--- src/rtl/mux_reg_arbiter_pkg.sv ---
// mux_reg_arbiter_pkg
// Shared definitions for the two-requester muxed-register arbiter:
//   - state_t    : arbiter FSM states (IDLE, GRANT, HOLD)
//   - SRC0/SRC1  : requester encodings, also the mux select values
//   - HOLD_CNT_W : width of the post-load hold counter
package mux_reg_arbiter_pkg;

    typedef enum logic [1:0] {
        IDLE  = 2'd0,
        GRANT = 2'd1,
        HOLD  = 2'd2
    } state_t;

    localparam logic SRC0 = 1'b0;
    localparam logic SRC1 = 1'b1;

    localparam int HOLD_CNT_W = 4;

endpackage

--- src/rtl/mux_reg_arbiter_mux.sv ---
// mux_dff
// Shared register fed by a 2:1 mux. It loads only when en is high, so the
// arbiter owns exactly when the register changes.
// Ports:
//   clk  - clock, all updates on posedge
//   rst  - synchronous active-high reset, clears q
//   en   - load enable
//   sel  - 0 selects d0, 1 selects d1
//   d0   - input word 0
//   d1   - input word 1
//   q    - registered output
module mux_dff #(
    parameter int WIDTH = 8
) (
    input  logic             clk,
    input  logic             rst,
    input  logic             en,
    input  logic             sel,
    input  logic [WIDTH-1:0] d0,
    input  logic [WIDTH-1:0] d1,
    output logic [WIDTH-1:0] q
);

    always_ff @(posedge clk) begin
        if (rst) begin
            q <= '0;
        end else if (en) begin
            q <= sel ? d1 : d0;
        end
    end

endmodule

--- src/rtl/mux_reg_arbiter.sv ---
// mux_reg_arbiter
// Arbitrates two requesters onto a shared 2:1 muxed register. A request
// seen in IDLE produces a one-cycle grant (GRANT); the register loads at the
// end of that cycle, q_valid pulses, and the block then rests for
// HOLD_CYCLES cycles (HOLD) before it looks at requests again.
//
// Optional feature: define MUXREG_ARB_FIXED_PRIO_EN to make ties always go
// to requester 0. Without it, ties go to the requester not served last.
//
// Ports:
//   clk, rst      - clock and synchronous active-high reset
//   req0, d0      - requester 0 request and data
//   req1, d1      - requester 1 request and data
//   gnt0, gnt1    - registered one-cycle grant pulses
//   sel           - mux select of the shared register
//   q             - shared register contents
//   q_valid       - one-cycle pulse after each load
//   q_src         - requester whose word is currently in q
//   busy          - high whenever the FSM is not in IDLE
module mux_reg_arbiter
    import mux_reg_arbiter_pkg::*;
#(
    parameter int WIDTH       = 8,
    parameter int HOLD_CYCLES = 2
) (
    input  logic             clk,
    input  logic             rst,
    input  logic             req0,
    input  logic [WIDTH-1:0] d0,
    input  logic             req1,
    input  logic [WIDTH-1:0] d1,
    output logic             gnt0,
    output logic             gnt1,
    output logic             sel,
    output logic [WIDTH-1:0] q,
    output logic             q_valid,
    output logic             q_src,
    output logic             busy
);

    localparam int HOLD_INIT_I = (HOLD_CYCLES > 0) ? HOLD_CYCLES - 1 : 0;
    localparam logic [HOLD_CNT_W-1:0] HOLD_INIT = HOLD_CNT_W'(HOLD_INIT_I);

    state_t                state, state_n;
    logic [HOLD_CNT_W-1:0] cnt, cnt_n;
    logic                  gnt0_n, gnt1_n, sel_n;
    logic                  q_valid_n, q_src_n;
    logic                  last_src, last_src_n;
    logic                  pick;
    logic                  load_en;

    // Winner of the current request set.
    always_comb begin
        pick = req0 ? SRC0 : SRC1;
`ifdef MUXREG_ARB_FIXED_PRIO_EN
        // Ties resolve to requester 0; pick already does that.
`else
        if (req0 && req1) begin
            pick = ~last_src;
        end
`endif
    end

    always_comb begin
        state_n    = state;
        cnt_n      = cnt;
        gnt0_n     = 1'b0;
        gnt1_n     = 1'b0;
        sel_n      = sel;
        q_valid_n  = 1'b0;
        q_src_n    = q_src;
        last_src_n = last_src;
        case (state)
            IDLE: begin
                if (req0 || req1) begin
                    state_n = GRANT;
                    sel_n   = pick;
                    gnt0_n  = (pick == SRC0);
                    gnt1_n  = (pick == SRC1);
                end
            end
            GRANT: begin
                // The register loads at the end of this cycle; sel names the winner.
                q_valid_n  = 1'b1;
                q_src_n    = sel;
                last_src_n = sel;
                if (HOLD_CYCLES > 0) begin
                    state_n = HOLD;
                    cnt_n   = HOLD_INIT;
                end else begin
                    state_n = IDLE;
                end
            end
            HOLD: begin
                if (cnt == '0) begin
                    state_n = IDLE;
                end else begin
                    cnt_n = cnt - HOLD_CNT_W'(1);
                end
            end
            default: begin
                state_n = IDLE;
            end
        endcase
    end

    always_ff @(posedge clk) begin
        if (rst) begin
            state    <= IDLE;
            cnt      <= '0;
            gnt0     <= 1'b0;
            gnt1     <= 1'b0;
            sel      <= 1'b0;
            q_valid  <= 1'b0;
            q_src    <= 1'b0;
            last_src <= SRC1;
        end else begin
            state    <= state_n;
            cnt      <= cnt_n;
            gnt0     <= gnt0_n;
            gnt1     <= gnt1_n;
            sel      <= sel_n;
            q_valid  <= q_valid_n;
            q_src    <= q_src_n;
            last_src <= last_src_n;
        end
    end

    assign load_en = (state == GRANT);
    assign busy    = (state != IDLE);

    mux_dff #(
        .WIDTH (WIDTH)
    ) u_reg (
        .clk (clk),
        .rst (rst),
        .en  (load_en),
        .sel (sel),
        .d0  (d0),
        .d1  (d1),
        .q   (q)
    );

endmodule
--- config.mk ---
export PLATFORM = sky130hd
export DESIGN_NAME = mux_reg_arbiter
export DESIGN_NICKNAME = d
export VERILOG_FILES = /design/src/rtl/mux_reg_arbiter_pkg.sv /design/src/rtl/mux_reg_arbiter_mux.sv /design/src/rtl/mux_reg_arbiter.sv
export SDC_FILE = /design/constraint.sdc
export NUM_CORES = 1
export LEC_CHECK = 0
export CORE_ASPECT_RATIO = 0.5
export CORE_MARGIN = 4
export CORE_UTILIZATION = 30
export CTS_CLUSTER_SIZE = 20
export DETAILED_ROUTE_END_ITERATION = 8
export PLACE_DENSITY = 0.59
export RECOVER_POWER = 100
export SYNTH_ARGS = -nofsm -noshare
export SYNTH_HDL_FRONTEND = slang
export SYNTH_SLANG_ARGS = --single-unit
--- constraint.sdc ---
create_clock -name clk -period 1.79 [get_ports clk]
set_clock_uncertainty 0.15 [all_clocks]
set_input_delay 0.358 -clock clk [delete_from_list [all_inputs] [get_ports clk]]
set_output_delay 0.358 -clock clk [all_outputs]
set_load 0.02 [all_outputs]
# Word level (Yosys, flattened, before mapping)

Index checks and enable logic that the tools add are counted.

Output and inout port bits: 14
Bits in registers: 20
Word-level logic and storage cells: 38

Reduce and logical (&&, ||, !) cells: 10
Eq/ne operators: 5
Bitwise gates (word level): 4
Muxes and demuxes: 9
Add/subtract/negate cells: 1

Operators with widths:

| cell                  | number |
|---|---|
| $mux W8               | 1 |
| $pmux W4 S2           | 1 |
| $ne A2 B2 Y1 const B  | 3 |
| $pmux W2 S3           | 1 |
| $reduce_and A2 Y1     | 3 |
| $logic_not A4 Y1      | 1 |
| $mux W2               | 2 |
| $mux W4               | 1 |
| $not A1 Y1            | 4 |
| $reduce_bool A2 Y1    | 2 |
| $sub A4 B1 Y4 const B | 1 |
| $mux W1               | 3 |
| $reduce_or A3 Y1      | 1 |
| $eq A2 B1 Y1 const B  | 1 |
| $eq A2 B2 Y1 const B  | 1 |
| $logic_not A2 Y1      | 1 |
| $logic_and A1 B1 Y1   | 1 |
| $logic_or A1 B1 Y1    | 1 |

# Longest topological paths before layout

Gate-level depths: netlist (run 1).

Depth after elaboration: 3
Depth in mapped cells: 6
Gate-level depth less buffers: 5

# Modules after synthesis

Synthesis (run 1) repeated with hierarchy kept, for this count alone.

Cell total of the unflattened synthesis: 93
Area total of the unflattened synthesis: 878.3 µm²

Modules (own cells, without submodules):

| module          | cells an instance | seq. area each (µm²) | area an instance (µm²) | times used |
|---|---|---|---|---|
| mux_reg_arbiter | 57                | 240.2                | 509.2                  | 1 |
| mux_dff         | 36                | 160.2                | 369.1                  | 1 |

# Worst setup path before layout (run 1)

OpenSTA, ideal clock, no wires.

Kind: reg-to-reg
Start point: reg cnt[0]
End point: reg cnt[0]
Required time: 1545 ps
Path slack: 274 ps
Path buffers: 0
Period minus slack after synthesis: 1516 ps
Cell stages (with the launch flop): 6
Library setup time: 95 ps
Data arrival time: 1270 ps
Cells stage by stage: dfxtp_1 -> inv_1 -> ha_1 -> nor3b_1 -> or2_2 -> a221oi_1

Word-level cells in the longest chain between the ends: 3
Elaborated cells between the ends (all ways): 6
Classes of those cells: add/sub (1); eq/ne (1); mux (2); reduce/logical (2)

Ends and longest elaborated chain:

| what                                              | line                                         | source |
|---|---|---|
| start, declared                                   | mux_reg_arbiter.sv:45                        | `logic [HOLD_CNT_W-1:0] cnt, cnt_n;` |
| start signal, assigned                            | mux_reg_arbiter.sv:119                       | `cnt <= cnt_n;` |
| $sub A4 B1 Y4 or $logic_not A4 Y1 (tied branches) | mux_reg_arbiter.sv:98, mux_reg_arbiter.sv:95 |  |
| $mux W4 or $ne A2 B2 Y1 (tied branches)           | n/a                                          |  |
| $pmux W4 S2 or $reduce_and A2 Y1 (tied branches)  | n/a                                          |  |

Parallel ways exist; a longest one is shown, timed or not. The select of a mux whose other input is x is not followed.
A chain may end at the register's enable or synchronous reset.

# Worst setup path after layout (run 1)

Start point: reg u_reg.q[7]
End point: out q[7]

RTL lines:

| what                   | line                      | source |
|---|---|---|
| start, declared        | mux_reg_arbiter_mux.sv:21 | `output logic [WIDTH-1:0] q` |
| start signal, assigned | mux_reg_arbiter_mux.sv:28 | `q <= sel ? d1 : d0;` |
| end, declared          | mux_reg_arbiter.sv:35     | `output logic [WIDTH-1:0] q,` |

No word-level cell between the ends.

==> tab_implementation.tex, run 1 <==
\begin{tabular}{lr}
\hline
Metric & Value \\
\hline
\multicolumn{2}{l}{\textbf{Outcome}} \\
\quad Status & finished, final reports clean \\
\multicolumn{2}{l}{\textbf{Worst setup path}} \\
\quad Crit. path cell count & 1 \\
\quad Type of element capturing the critical path & output port \\
\quad Startpoint type of the worst setup path & flop \\
\quad CP Class & reg2out \\
\quad Number of buffers and inverters on the critical path & 1 \\
\quad Required time at the endpoint of the critical path & approximately 1300 ps \\
\quad Slowest stage cell on the critical path & clkdlybuf4s50\_1 \\
\quad Register-to-register setup slack & between 200 and 250 ps \\
\quad R2R depth & 5 \\
\quad FF-to-FF Start & cnt[0] \\
\quad Maximum fanout count along the critical path & 2 \\
\quad Endpoint of the lowest-slack register-to-register path & cnt[0] \\
\quad Worst path max stage delay & between 600 and 700 ps \\
\quad Cells along the critical path & clkdlybuf4s50\_1 \\
\quad Worst path arrival time & between 1000 and 1500 ps \\
\quad Largest delay contributor family on the critical path & buffers and inverters \\
\multicolumn{2}{l}{\textbf{Synthesis}} \\
\quad Synth unique cells & 29 \\
\quad Count of state elements after synthesis & 20 \\
\quad Average footprint of a synthesized cell & 8.844 um2 \\
\quad Seq/Total Area, Yosys & 44.38\% \\
\quad Post-Syn Instances & 102 \\
\quad Yosys Warn Count & 0 \\
\quad Total standard cell area after synthesis & around 900 um2 \\
\quad Net count after synthesis & 123 \\
\multicolumn{2}{l}{\textbf{Worst hold path}} \\
\quad Hold Path Depth & 2 \\
\quad Worst hold path class & reg2reg \\
\quad Sink of the worst hold path & q\_src \\
\quad Launch point of the worst hold path & q\_src \\
\multicolumn{2}{l}{\textbf{Die}} \\
\quad Initial Util & 33.01\% \\
\quad Number of ports placed on the die boundary & 34 \\
\quad Total core area & roughly 2700 um2 \\
\quad Full die area & 4002 um2 \\
\quad Die Height & 46.78 um \\
\quad Chip Width & 85.55 um \\
\quad Number of rows in the core area & 13 \\
\multicolumn{2}{l}{\textbf{Timing}} \\
\quad Total negative setup slack & 0 ps \\
\quad Max-slew violation count & 0 \\
\quad Unrepaired setup endpoints after global routing & no \\
\quad Final worst path period need & 1717 ps \\
\quad Normalized max-slew margin & between 70\% and 80\% \\
\quad Period Utilization, post-route & 95.94\% \\
\quad Fin. Hold Viols & 0 \\
\quad Highest Clock Rate & between 0.5 and 0.6 GHz \\
\quad Transition at the pin with the smallest max-transition slack & 425.4 ps \\
\quad Least setup slack across all paths after layout & $\sim$73 ps \\
\quad Final setup fails & 0 \\
\multicolumn{2}{l}{\textbf{Clock network}} \\
\quad Htree depth & 1 \\
\quad Hold bufs inserted after CTS & 0 \\
\quad Inserted Clock Buffers & 3 \\
\quad Clock tree from TritonCTS & done \\
\quad Root buffer cell & clkbuf\_8 \\
\quad Later-pin clock latency in the skew report & about 250 ps \\
\quad CTS max path bufs & 2 \\
\quad Clock transition time at the flip-flop clock pins of the worst setup and hold paths & 70 ps \\
\quad TritonCTS Sinks & 20 \\
\multicolumn{2}{l}{\textbf{GRT}} \\
\quad Aggregate global routing overflow & 0 \\
\quad Global-route usage over all layers & 9.942\% \\
\quad Met1 Usage GRT & 11.67\% \\
\quad GRT met3 Usage & between 4 and 5\% \\
\quad Antenna violations before repair & 0 \\
\quad Wire length of the first global-routing pass & 3077 um \\
\quad Number of global-route vias before repair & 713 \\
\quad Met2 capacity usage during global routing & approximately 17\% \\
\quad Most used routing layer & met2 \\
\quad Pin count of the biggest net entering global routing & 19 \\
\multicolumn{2}{l}{\textbf{Route}} \\
\quad Starting DRC count in detailed routing & 31 \\
\quad Detailed-route wire length per cell & 11.28 um \\
\quad Sum of routed wire length over all layers & 1962 um \\
\quad Number of DRC violations after detailed routing & 0 \\
\quad Number of search-and-repair iterations in the first detailed-routing pass & 4 \\
\quad Via-per-instance ratio & 4.552 \\
\quad Final antenna-violating net count & 0 \\
\quad Routed via count & roughly 790 \\
\multicolumn{2}{l}{\textbf{Layout}} \\
\quad Commonest cells after routing, fill and taps aside & 30 x clkdlybuf4s50\_1, 20 x dfxtp\_1, 13 x nor2\_1 \\
\quad Diode count & 0 \\
\quad Nets & 160 \\
\quad Area growth from synthesis to final layout & 46.33\% \\
\quad Fraction of final layout cells sized beyond drive strength 1 & 8.759\% \\
\quad Most common library cell in the layout ignoring fill and taps & clkdlybuf4s50\_1 \\
\multicolumn{2}{l}{\textbf{Power and ir drop}} \\
\quad Leakage dissipation & 0.5005 nW \\
\quad Max IR drop VDD & 0.0003394 V \\
\quad Power density of the placed cells & about 860 nW/um2 \\
\multicolumn{2}{l}{\textbf{Job}} \\
\quad Number of max-cap violations & 0 \\
\multicolumn{2}{l}{\textbf{Placed design}} \\
\quad Port-buffer cells & 33 \\
\quad Placed wire-length estimate & 1508 um \\
\quad Pre-CTS worst setup slack & 98.77 ps \\
\quad Final GP Congestion & 0.7664 \\
\hline
\end{tabular}
## worst max path at each step
| stage | startpoint | end | slack (ps) |
|---|---|---|---|
| 3_3_place_gp | rst | state[1] | 100 |
| 3_5_place_dp | rst | state[1] | 100 |
| 2_1_floorplan | cnt[0] | cnt[0] | 270 |
| 4_1_cts | u_reg.q[7] | q[7] | 60 |
| 5_1_grt | u_reg.q[7] | q[7] | 20 |
| 6_report | u_reg.q[7] | q[7] | 70 |
## cell families after synthesis
| kind of cell | after synthesis | share of synthesized area (%) |
|---|---|---|
| DFF | 20 | 44.38 |
| adders and majority gates | 1 | 1.387 |
| and+or+nand+nor | 32 | 17.34 |
| buffers and inverters | 15 | 7.489 |
| AOI/OAI and AO/OA | 26 | 20.53 |
| muxes | 8 | 8.877 |
## what timing repair did
item / CTS / global route
gates resized for setup: 1 / 0
setup buffers: 0 / 0
endpoints found under the setup margin: 1 / 0
## power by group
group	internal, W	leakage, nW	switching (W)
Clock	0.000150	0.0216	0.000134
Sequential	0.000491	0.164	0.0000280
Combinational	0.000169	0.314	0.000164
## cells in the mapped netlist
master	count	area, um2
dfxtp_1	20	400.4
nor2_1	13	48.80
a211oi_1	8	60.06
inv_1	8	30.03
mux2i_1	8	80.08
nand2_1	6	22.52
a21oi_1	5	25.02
buf_2	3	15.01
nor2b_1	3	18.77
o21ai_0	3	15.01
a2111oi_0	2	17.52
buf_4	2	15.01
clkbuf_1	2	7.510
nand2b_1	2	12.51
o21a_1	2	15.01
or2_2	2	12.51
a2111oi_1	1	10.01
a221oi_1	1	8.760
a31o_2	1	8.760
and2_2	1	7.510
and3_1	1	6.260
ha_1	1	12.51
nand3_1	1	5.000
nand4b_1	1	8.760
nor3b_1	1	7.510
o2111ai_1	1	8.760
o211ai_1	1	7.510
o41ai_1	1	8.760
or3_1	1	6.260
## final cells by class
type / instances / area [um2]
fillers: 297 / 1413
multi-input cells: 67 / 434.2
flip-flops and latches: 20 / 400.4
repair buffers: 39 / 367.9
well taps: 37 / 46.29
clock buffers: 3 / 41.29
inverters: 8 / 30.03
## state kept, by name, indices dropped and copies added, names as in the netlist
register / count
last_src: 1
gnt1: 1
cnt: 4
q_valid: 1
sel: 1
u_reg.q: 8
state: 2
gnt0: 1
q_src: 1
## layer usage
metal / share of wire, % / vias up / wire (um)
li1: - / 430 / -
met1: 47 / 340 / 921
met2: 47 / 20 / 913
met3: 5.6 / 2 / 109
met4: 0.92 / 0 / 18
met5: 0 / - / 0
## through the flow
step / std cells / power (W) / area [um2] / hold slack, ps / util [%]
after floorplan: 102 / 0.0007275 / 902.1 / 315.1 / -
after global placement: 171 / 0.0008728 / 1286 / 300.5 / 47.07
after detailed placement: 171 / 0.0008738 / 1286 / 305.4 / 47.07
after CTS: 174 / 0.001160 / 1326 / 315.1 / 48.53
after global routing: 174 / 0.001206 / 1320 / 336.4 / 48.31
final: 174 / 0.001136 / 1320 / 314.1 / 48.31
Note: power is estimated with default switching activity, not from simulation.
==> run 2: changes to the inputs <==
- CORE_ASPECT_RATIO: 0.5 -> unset
- CORE_MARGIN: 4 -> unset
- CORE_UTILIZATION: 30 -> 42
- PLACE_DENSITY: 0.59 -> 0.78
==> tab_implementation.tex, run 2 (synthesis results as in run 1) <==
\begin{tabular}{lr}
\hline
Metric & Value \\
\hline
\multicolumn{2}{l}{\textbf{Clock network}} \\
\quad Htree depth & 1 (unchanged) \\
\quad TritonCTS Sinks & 20 (unchanged) \\
\quad CTS max path bufs & 2 (unchanged) \\
\quad Clock tree from TritonCTS & done \\
\quad Clock transition time at the flip-flop clock pins of the worst setup and hold paths & 120 ps (+50 ps) \\
\quad Root buffer cell & clkbuf\_4 \\
\quad Later-pin clock latency in the skew report & 290 ps (+40 ps) \\
\quad Setup Fix Bufs, Post-CTS & 0 (unchanged) \\
\quad Inserted Clock Buffers & 3 (unchanged) \\
\multicolumn{2}{l}{\textbf{Worst hold path}} \\
\quad Hold Path Depth & 2 (unchanged) \\
\quad Sink of the worst hold path & q\_src \\
\quad Worst hold path class & reg2reg \\
\quad Launch point of the worst hold path & q\_src \\
\multicolumn{2}{l}{\textbf{Worst setup path}} \\
\quad Worst path max stage delay & 590 ps (-30 ps) \\
\quad Endpoint of the lowest-slack register-to-register path & cnt[0] \\
\quad Cells along the critical path & clkdlybuf4s50\_1 \\
\quad Required time at the endpoint of the critical path & 1280 ps (about the same) \\
\quad Maximum fanout count along the critical path & 1 (-1) \\
\quad R2R depth & 5 (unchanged) \\
\quad Startpoint type of the worst setup path & flop \\
\quad Largest delay contributor family on the critical path & buffers and inverters \\
\quad FF-to-FF Start & cnt[0] \\
\quad Number of buffers and inverters on the critical path & 1 (unchanged) \\
\quad Worst path arrival time & 1230 ps (+20 ps) \\
\quad Type of element capturing the critical path & output port \\
\quad Slowest stage cell on the critical path & clkdlybuf4s50\_1 \\
\quad CP Class & reg2out \\
\quad Register-to-register setup slack & 170 ps (-40 ps) \\
\multicolumn{2}{l}{\textbf{Route}} \\
\quad Starting DRC count in detailed routing & 16 (-48\%) \\
\quad Final antenna-violating net count & 0 (unchanged) \\
\quad Number of search-and-repair iterations in the first detailed-routing pass & 4 (unchanged) \\
\quad Number of DRC violations after detailed routing & 0 (unchanged) \\
\quad Via-per-instance ratio & 5.211 (+14\%) \\
\quad Sum of routed wire length over all layers & 1937 um (-1.3\%) \\
\quad Detailed-route wire length per cell & 11.67 um (+3.5\%) \\
\quad Routed via count & 865 (+9.2\%) \\
\multicolumn{2}{l}{\textbf{Power and ir drop}} \\
\quad Relative contribution of sequential cells to total power & 43.6\% (-2.1 points) \\
\quad Switching Fraction & 27.62\% (-1.1 points) \\
\quad Net switching power & 0.0003286 W (+0.65\%) \\
\quad Power density of the placed cells & 938.5 nW/um2 (+9.1\%) \\
\quad Share of total power in combinational logic & 26.0\% (-3.3 points) \\
\quad Max IR drop VDD & 0.0006169 V (+82\%) \\
\quad Internal Dissipation & 0.0008609 W (+6.4\%) \\
\quad Clock network fraction of total power & 30.4\% (+5.4 points) \\
\quad Leakage dissipation & 0.4878 nW (-2.5\%) \\
\multicolumn{2}{l}{\textbf{Die}} \\
\quad Full die area & 2337 um2 (-42\%) \\
\quad Initial Util & 45.52\% (+13 points) \\
\quad Total core area & 1982 um2 (-27\%) \\
\quad Number of rows in the core area & 16 (+3) \\
\quad Die Height & 48.35 um (+3.4\%) \\
\quad Chip Width & 48.35 um (-43\%) \\
\quad Number of ports placed on the die boundary & 34 (unchanged) \\
\multicolumn{2}{l}{\textbf{GRT}} \\
\quad Met2 capacity usage during global routing & 31.46\% (+14 points) \\
\quad Aggregate global routing overflow & 0 (unchanged) \\
\quad Most used routing layer & met2 \\
\quad Wire length of the first global-routing pass & 3353 um (+9.0\%) \\
\quad Pin count of the biggest net entering global routing & 17 (-2) \\
\quad Global-route usage over all layers & 17.81\% (+7.9 points) \\
\quad GRT met3 Usage & 3.459\% (-0.57 points) \\
\quad Antenna violations before repair & 0 (unchanged) \\
\quad Met1 Usage GRT & 21.61\% (+9.9 points) \\
\quad Number of global-route vias before repair & 769 (+7.9\%) \\
\multicolumn{2}{l}{\textbf{Timing}} \\
\quad Worst hold slack across all endpoints & 320.7 ps (+6.610 ps) \\
\quad Transition at the pin with the smallest max-transition slack & 360.4 ps (-64.96 ps) \\
\quad Fin. Hold Viols & 0 (unchanged) \\
\quad Final worst path period need & 1734 ps (+16.88 ps) \\
\quad Highest Clock Rate & 0.5766 GHz (-0.97\%) \\
\quad Total negative setup slack & 0 ps (unchanged) \\
\quad Unrepaired setup endpoints after global routing & no \\
\quad Max-slew violation count & 0 (unchanged) \\
\quad Final setup fails & 0 (unchanged) \\
\quad Period Utilization, post-route & 96.89\% (+0.94 points) \\
\quad Normalized max-slew margin & 75.35\% (+3.8 points) \\
\multicolumn{2}{l}{\textbf{Layout}} \\
\quad Biggest regs & u\_reg.q (8), cnt (4), state (2) \\
\quad Register with the highest flop count & u\_reg.q \\
\quad Nets & 161 (+0.63\%) \\
\quad Post-layout instance count excluding filler cells & 166 (-4.6\%) \\
\quad Largest register FFs & 8 (unchanged) \\
\quad Diode count & 0 (unchanged) \\
\quad Commonest cells after routing, fill and taps aside & 20 x dfxtp\_1, 20 x clkdlybuf4s50\_1, 13 x nor2\_1 \\
\quad Fraction of final layout cells sized beyond drive strength 1 & 10.07\% (+1.3 points) \\
\quad Area growth from synthesis to final layout & 40.50\% \\
\multicolumn{2}{l}{\textbf{Outcome}} \\
\quad Status & finished, final reports clean \\
\multicolumn{2}{l}{\textbf{Placed design}} \\
\quad Placed wire-length estimate & 1524 um (+1.0\%) \\
\quad Final GP Congestion & 0.8158 (+6.4\%) \\
\quad Placed cell count & 162 (-5.3\%) \\
\quad Port-buffer cells & 33 (unchanged) \\
\multicolumn{2}{l}{\textbf{Job}} \\
\quad Number of max-cap violations & 0 (unchanged) \\
\hline
\end{tabular}
[run 2: changes by cell type in the layout (fill, tap and decap cells not counted), sizes merged]
| cell | change |
|---|---|
| clkbuf | +10 |
| clkdlybuf4s50 | -10 |
| buf | +1 |
| bufinv | +1 |
[run 2: per-layer routing]
metal	routed length (um)	up-vias
met1	861	413
li1	-	429
met3	67	2
met5	0	-
met2	994	21
met4	13	0
[run 2: worst max path at each step]
stage               start  cells past startpoint       end
2_1_floorplan      cnt[0]                      5    cnt[0]
3_3_place_gp          rst                      3  state[1]
3_5_place_dp          rst                      3  state[1]
4_1_cts        u_reg.q[2]                      1      q[2]
5_1_grt           q_valid                      1   q_valid
6_report          q_valid                      1   q_valid
[run 2: worst register-to-register path: cells and delay by family (launching register included)]
kind | cells | cell delay (ps)
AOI/OAI and AO/OA | 1 | 250
buffers and inverters | 1 | 60
and+or+nand+nor | 2 | 470
adders and majority gates | 1 | 230
DFF | 1 | 390
[run 2: power by group through the flow]
| stage | registers (W) | clock network [W] | logic, W |
|---|---|---|---|
| after floorplan | 0.000560 | 0 | 0.000168 |
| after global placement | 0.000527 | 0 | 0.000337 |
| after detailed placement | 0.000530 | 0 | 0.000343 |
| after CTS | 0.000519 | 0.000371 | 0.000343 |
| after global routing | 0.000525 | 0.000392 | 0.000343 |
| final | 0.000519 | 0.000361 | 0.000309 |
[run 2: per-stage QoR]
step                util (%)  setup WS [ps]  instance area (um2)  total power, W
floorplan                  -          274.3                902.1       0.0007275
global placement       64.65          139.7                 1281       0.0008633
detailed placement     64.65          142.2                 1281       0.0008727
CTS                    67.23          7.426                 1333        0.001234
global route           63.95         0.6161                 1267        0.001260
finish                 63.95          55.73                 1267        0.001190
[run 2: cell type report]
type | count | area [um2]
flip-flops and latches | 20 | 400.4
fillers | 182 | 714.4
multi-input cells | 67 | 439.2
clock buffers | 3 | 22.52
clock inverters | 1 | 30.03
repair buffers | 40 | 311.5
inverters | 8 | 30.03
well taps | 27 | 33.78
[run 2: repair_timing]
action / 4_1_cts / 5_1_grt
hold buffers: 0 / 0
setup endpoints to repair: 1 / 11
gates resized for setup: 1 / 11
==> run 3: changes to the inputs <==
- CORE_MARGIN: unset -> 10
- clock period: 1.79 -> 1.8 ns (I/O delays scaled with it)
==> tab_implementation.tex, run 3 (synthesis results as in run 1) <==
\begin{tabular}{lr}
\hline
Metric & Value \\
\hline
\multicolumn{2}{l}{\textbf{Placed design}} \\
\quad Final GP Congestion & 0.7173 (-12\%) \\
\quad Port-buffer cells & 33 (unchanged) \\
\quad Placed wire-length estimate & 1681 um (+10\%) \\
\multicolumn{2}{l}{\textbf{Timing}} \\
\quad Highest Clock Rate & between 0.5 and 0.6 GHz \\
\quad Final setup fails & 0 (unchanged) \\
\quad Unrepaired setup endpoints after global routing & no \\
\quad Total negative setup slack & 0 ps (unchanged) \\
\quad Final worst path period need & 1743 ps \\
\quad Max-slew violation count & 0 (unchanged) \\
\quad Normalized max-slew margin & 72.12\% (-3.2 points) \\
\quad Fin. Hold Viols & 0 (unchanged) \\
\quad Transition at the pin with the smallest max-transition slack & 407.7 ps (+47.21 ps) \\
\quad Period Utilization, post-route & 96.83\% \\
\multicolumn{2}{l}{\textbf{Worst setup path}} \\
\quad Largest delay contributor family on the critical path & buffers and inverters \\
\quad Cells along the critical path & clkdlybuf4s50\_1 \\
\quad Slowest stage cell on the critical path & clkdlybuf4s50\_1 \\
\quad Startpoint type of the worst setup path & flop \\
\quad Worst path arrival time & 1230 ps (about the same) \\
\quad CP Class & reg2out \\
\quad Number of buffers and inverters on the critical path & 1 (unchanged) \\
\quad Type of element capturing the critical path & output port \\
\quad Worst path max stage delay & 600 ps (about the same) \\
\quad Required time at the endpoint of the critical path & 1290 ps (about the same) \\
\quad Maximum fanout count along the critical path & 1 (unchanged) \\
\quad Register-to-register setup slack & 160 ps (about the same) \\
\multicolumn{2}{l}{\textbf{Clock network}} \\
\quad Setup Fix Bufs, Post-CTS & 0 (unchanged) \\
\quad CTS max path bufs & 2 (unchanged) \\
\quad Htree depth & 1 (unchanged) \\
\quad Clock tree from TritonCTS & done \\
\quad Inserted Clock Buffers & 3 (unchanged) \\
\quad Hold bufs inserted after CTS & 0 (unchanged) \\
\quad Clock transition time at the flip-flop clock pins of the worst setup and hold paths & 120 ps (about the same) \\
\quad Later-pin clock latency in the skew report & 300 ps (about the same) \\
\quad TritonCTS Sinks & 20 (unchanged) \\
\quad Root buffer cell & clkbuf\_4 \\
\multicolumn{2}{l}{\textbf{Route}} \\
\quad Final antenna-violating net count & 0 (unchanged) \\
\quad Detailed-route wire length per cell & 13.02 um (+12\%) \\
\quad Detailed-route wire length on metal 1 & 926 um (+7.5\%) \\
\quad Via-per-instance ratio & 5.012 (-3.8\%) \\
\quad Sum of routed wire length over all layers & 2148 um (+11\%) \\
\quad Routed via count & 827 (-4.4\%) \\
\quad Met3 Routed Length & 122 um (+82\%) \\
\quad Number of DRC violations after detailed routing & 0 (unchanged) \\
\quad Number of search-and-repair iterations in the first detailed-routing pass & 2 (-2) \\
\quad Starting DRC count in detailed routing & 37 (+21) \\
\quad Top routing layer in use & met4 \\
\quad Met2 wirelength from detailed routing & 1085 um (+9.2\%) \\
\multicolumn{2}{l}{\textbf{Layout}} \\
\quad Number of inserted filler cells in the final layout & 186 (+2.2\%) \\
\quad Biggest regs & u\_reg.q (8), cnt (4), state (2) \\
\quad Largest register FFs & 8 (unchanged) \\
\quad Diode count & 0 (unchanged) \\
\quad Nets & 160 (-0.62\%) \\
\quad Area growth from synthesis to final layout & 40.78\% \\
\quad Commonest cells after routing, fill and taps aside & 20 x dfxtp\_1, 20 x clkdlybuf4s50\_1, 13 x nor2\_1 \\
\quad Register with the highest flop count & u\_reg.q \\
\quad Fraction of final layout cells sized beyond drive strength 1 & 10.87\% (+0.80 points) \\
\quad Layout Utilization & 63.44\% (-0.51 points) \\
\multicolumn{2}{l}{\textbf{Die}} \\
\quad Number of rows in the core area & 16 (unchanged) \\
\quad Initial Util & 45.06\% (-0.46 points) \\
\quad Total core area & 2002 um2 (+1.0\%) \\
\quad Number of ports placed on the die boundary & 34 (unchanged) \\
\quad Die Height & 66.35 um (+37\%) \\
\quad Full die area & 4402 um2 (+88\%) \\
\quad Chip Width & 66.35 um (+37\%) \\
\multicolumn{2}{l}{\textbf{Power and ir drop}} \\
\quad Max IR drop VDD & 0.0005844 V (-5.3\%) \\
\quad Leakage dissipation & 0.4968 nW (+1.8\%) \\
\quad Total power draw & 0.001185 W (-0.36\%) \\
\quad Power density of the placed cells & 933.3 nW/um2 (-0.56\%) \\
\multicolumn{2}{l}{\textbf{GRT}} \\
\quad Global-route usage over all layers & 11.00\% (-6.8 points) \\
\quad Aggregate global routing overflow & 0 (unchanged) \\
\quad Number of global-route vias before repair & 912 (+19\%) \\
\quad Pin count of the biggest net entering global routing & 19 (+2) \\
\quad Antenna violations before repair & 0 (unchanged) \\
\quad Wire length of the first global-routing pass & 3919 um (+17\%) \\
\multicolumn{2}{l}{\textbf{Job}} \\
\quad Number of max-cap violations & 0 (unchanged) \\
\multicolumn{2}{l}{\textbf{Worst hold path}} \\
\quad Worst hold path class & reg2reg \\
\multicolumn{2}{l}{\textbf{Outcome}} \\
\quad Status & finished, final reports clean \\
\hline
\end{tabular}
[run 3: cell count changes in the layout (fill, tap and decap cells not counted), sizes merged]
cell,previous run,this run
clkbuf,15,13
dlygate4sd2,1,2
[run 3: final timing paths]
path / cells after the start / end / start
worst max-delay path: 1 / gnt0 / gnt0
worst min-delay path: 2 / q_src / q_src
worst max register to register: 5 / cnt[0] / cnt[0]
worst min register to register: 2 / q_src / q_src
[run 3: routing by layer]
layer | global-route usage [%] | vias to the layer above
li1 | - | 430
met2 | 19.02 | 18
met1 | 11.74 | 377
met5 | 0 | -
met4 | 4.712 | 0
met3 | 3.898 | 2
[run 3: area by class of cell]
class,count,area [um2],share of cell area (%)
multi-input combinational,67,439.2,34.58
sequential,20,400.4,31.53
timing repair buffer,39,314.1,24.73
tap,27,33.78,2.660
clock inverter,1,30.03,2.365
inverter,8,30.03,2.365
clock buffer,3,22.52,1.773
[run 3: power by group]
group / switching (W) / internal, W
sequential: 0.0000285 / 0.000488
combinational: 0.000166 / 0.000144
clock: 0.000134 / 0.000225
total: 0.000329 / 0.000856
[run 3: stage by stage]
step	instance area [um2]	worst slack (ps)	instances	hold slack, ps
CTS	1324	2.470	165	330.0
floorplan	902.1	284.3	102	315.1
global route	1270	4.070	165	350.9
detailed placement	1274	104.7	161	303.1
finish	1270	57.15	165	325.2
global placement	1274	145.4	161	302.1
[run 3: timing repair]
action / CTS / global route
gates resized for setup: 2 / 10
gates cloned: 0 / 0
endpoints found under the setup margin: 2 / 10
[run 3: worst register-to-register path, delay by kind of cell (launching register included)]
kind | cells | cell delay (ps)
AND/OR/NAND/NOR | 2 | 470
flip-flops | 1 | 400
AO/OA/AOI/OAI | 1 | 250
adder cells (fa/ha/maj) | 1 | 230
buffers and inverters | 1 | 70
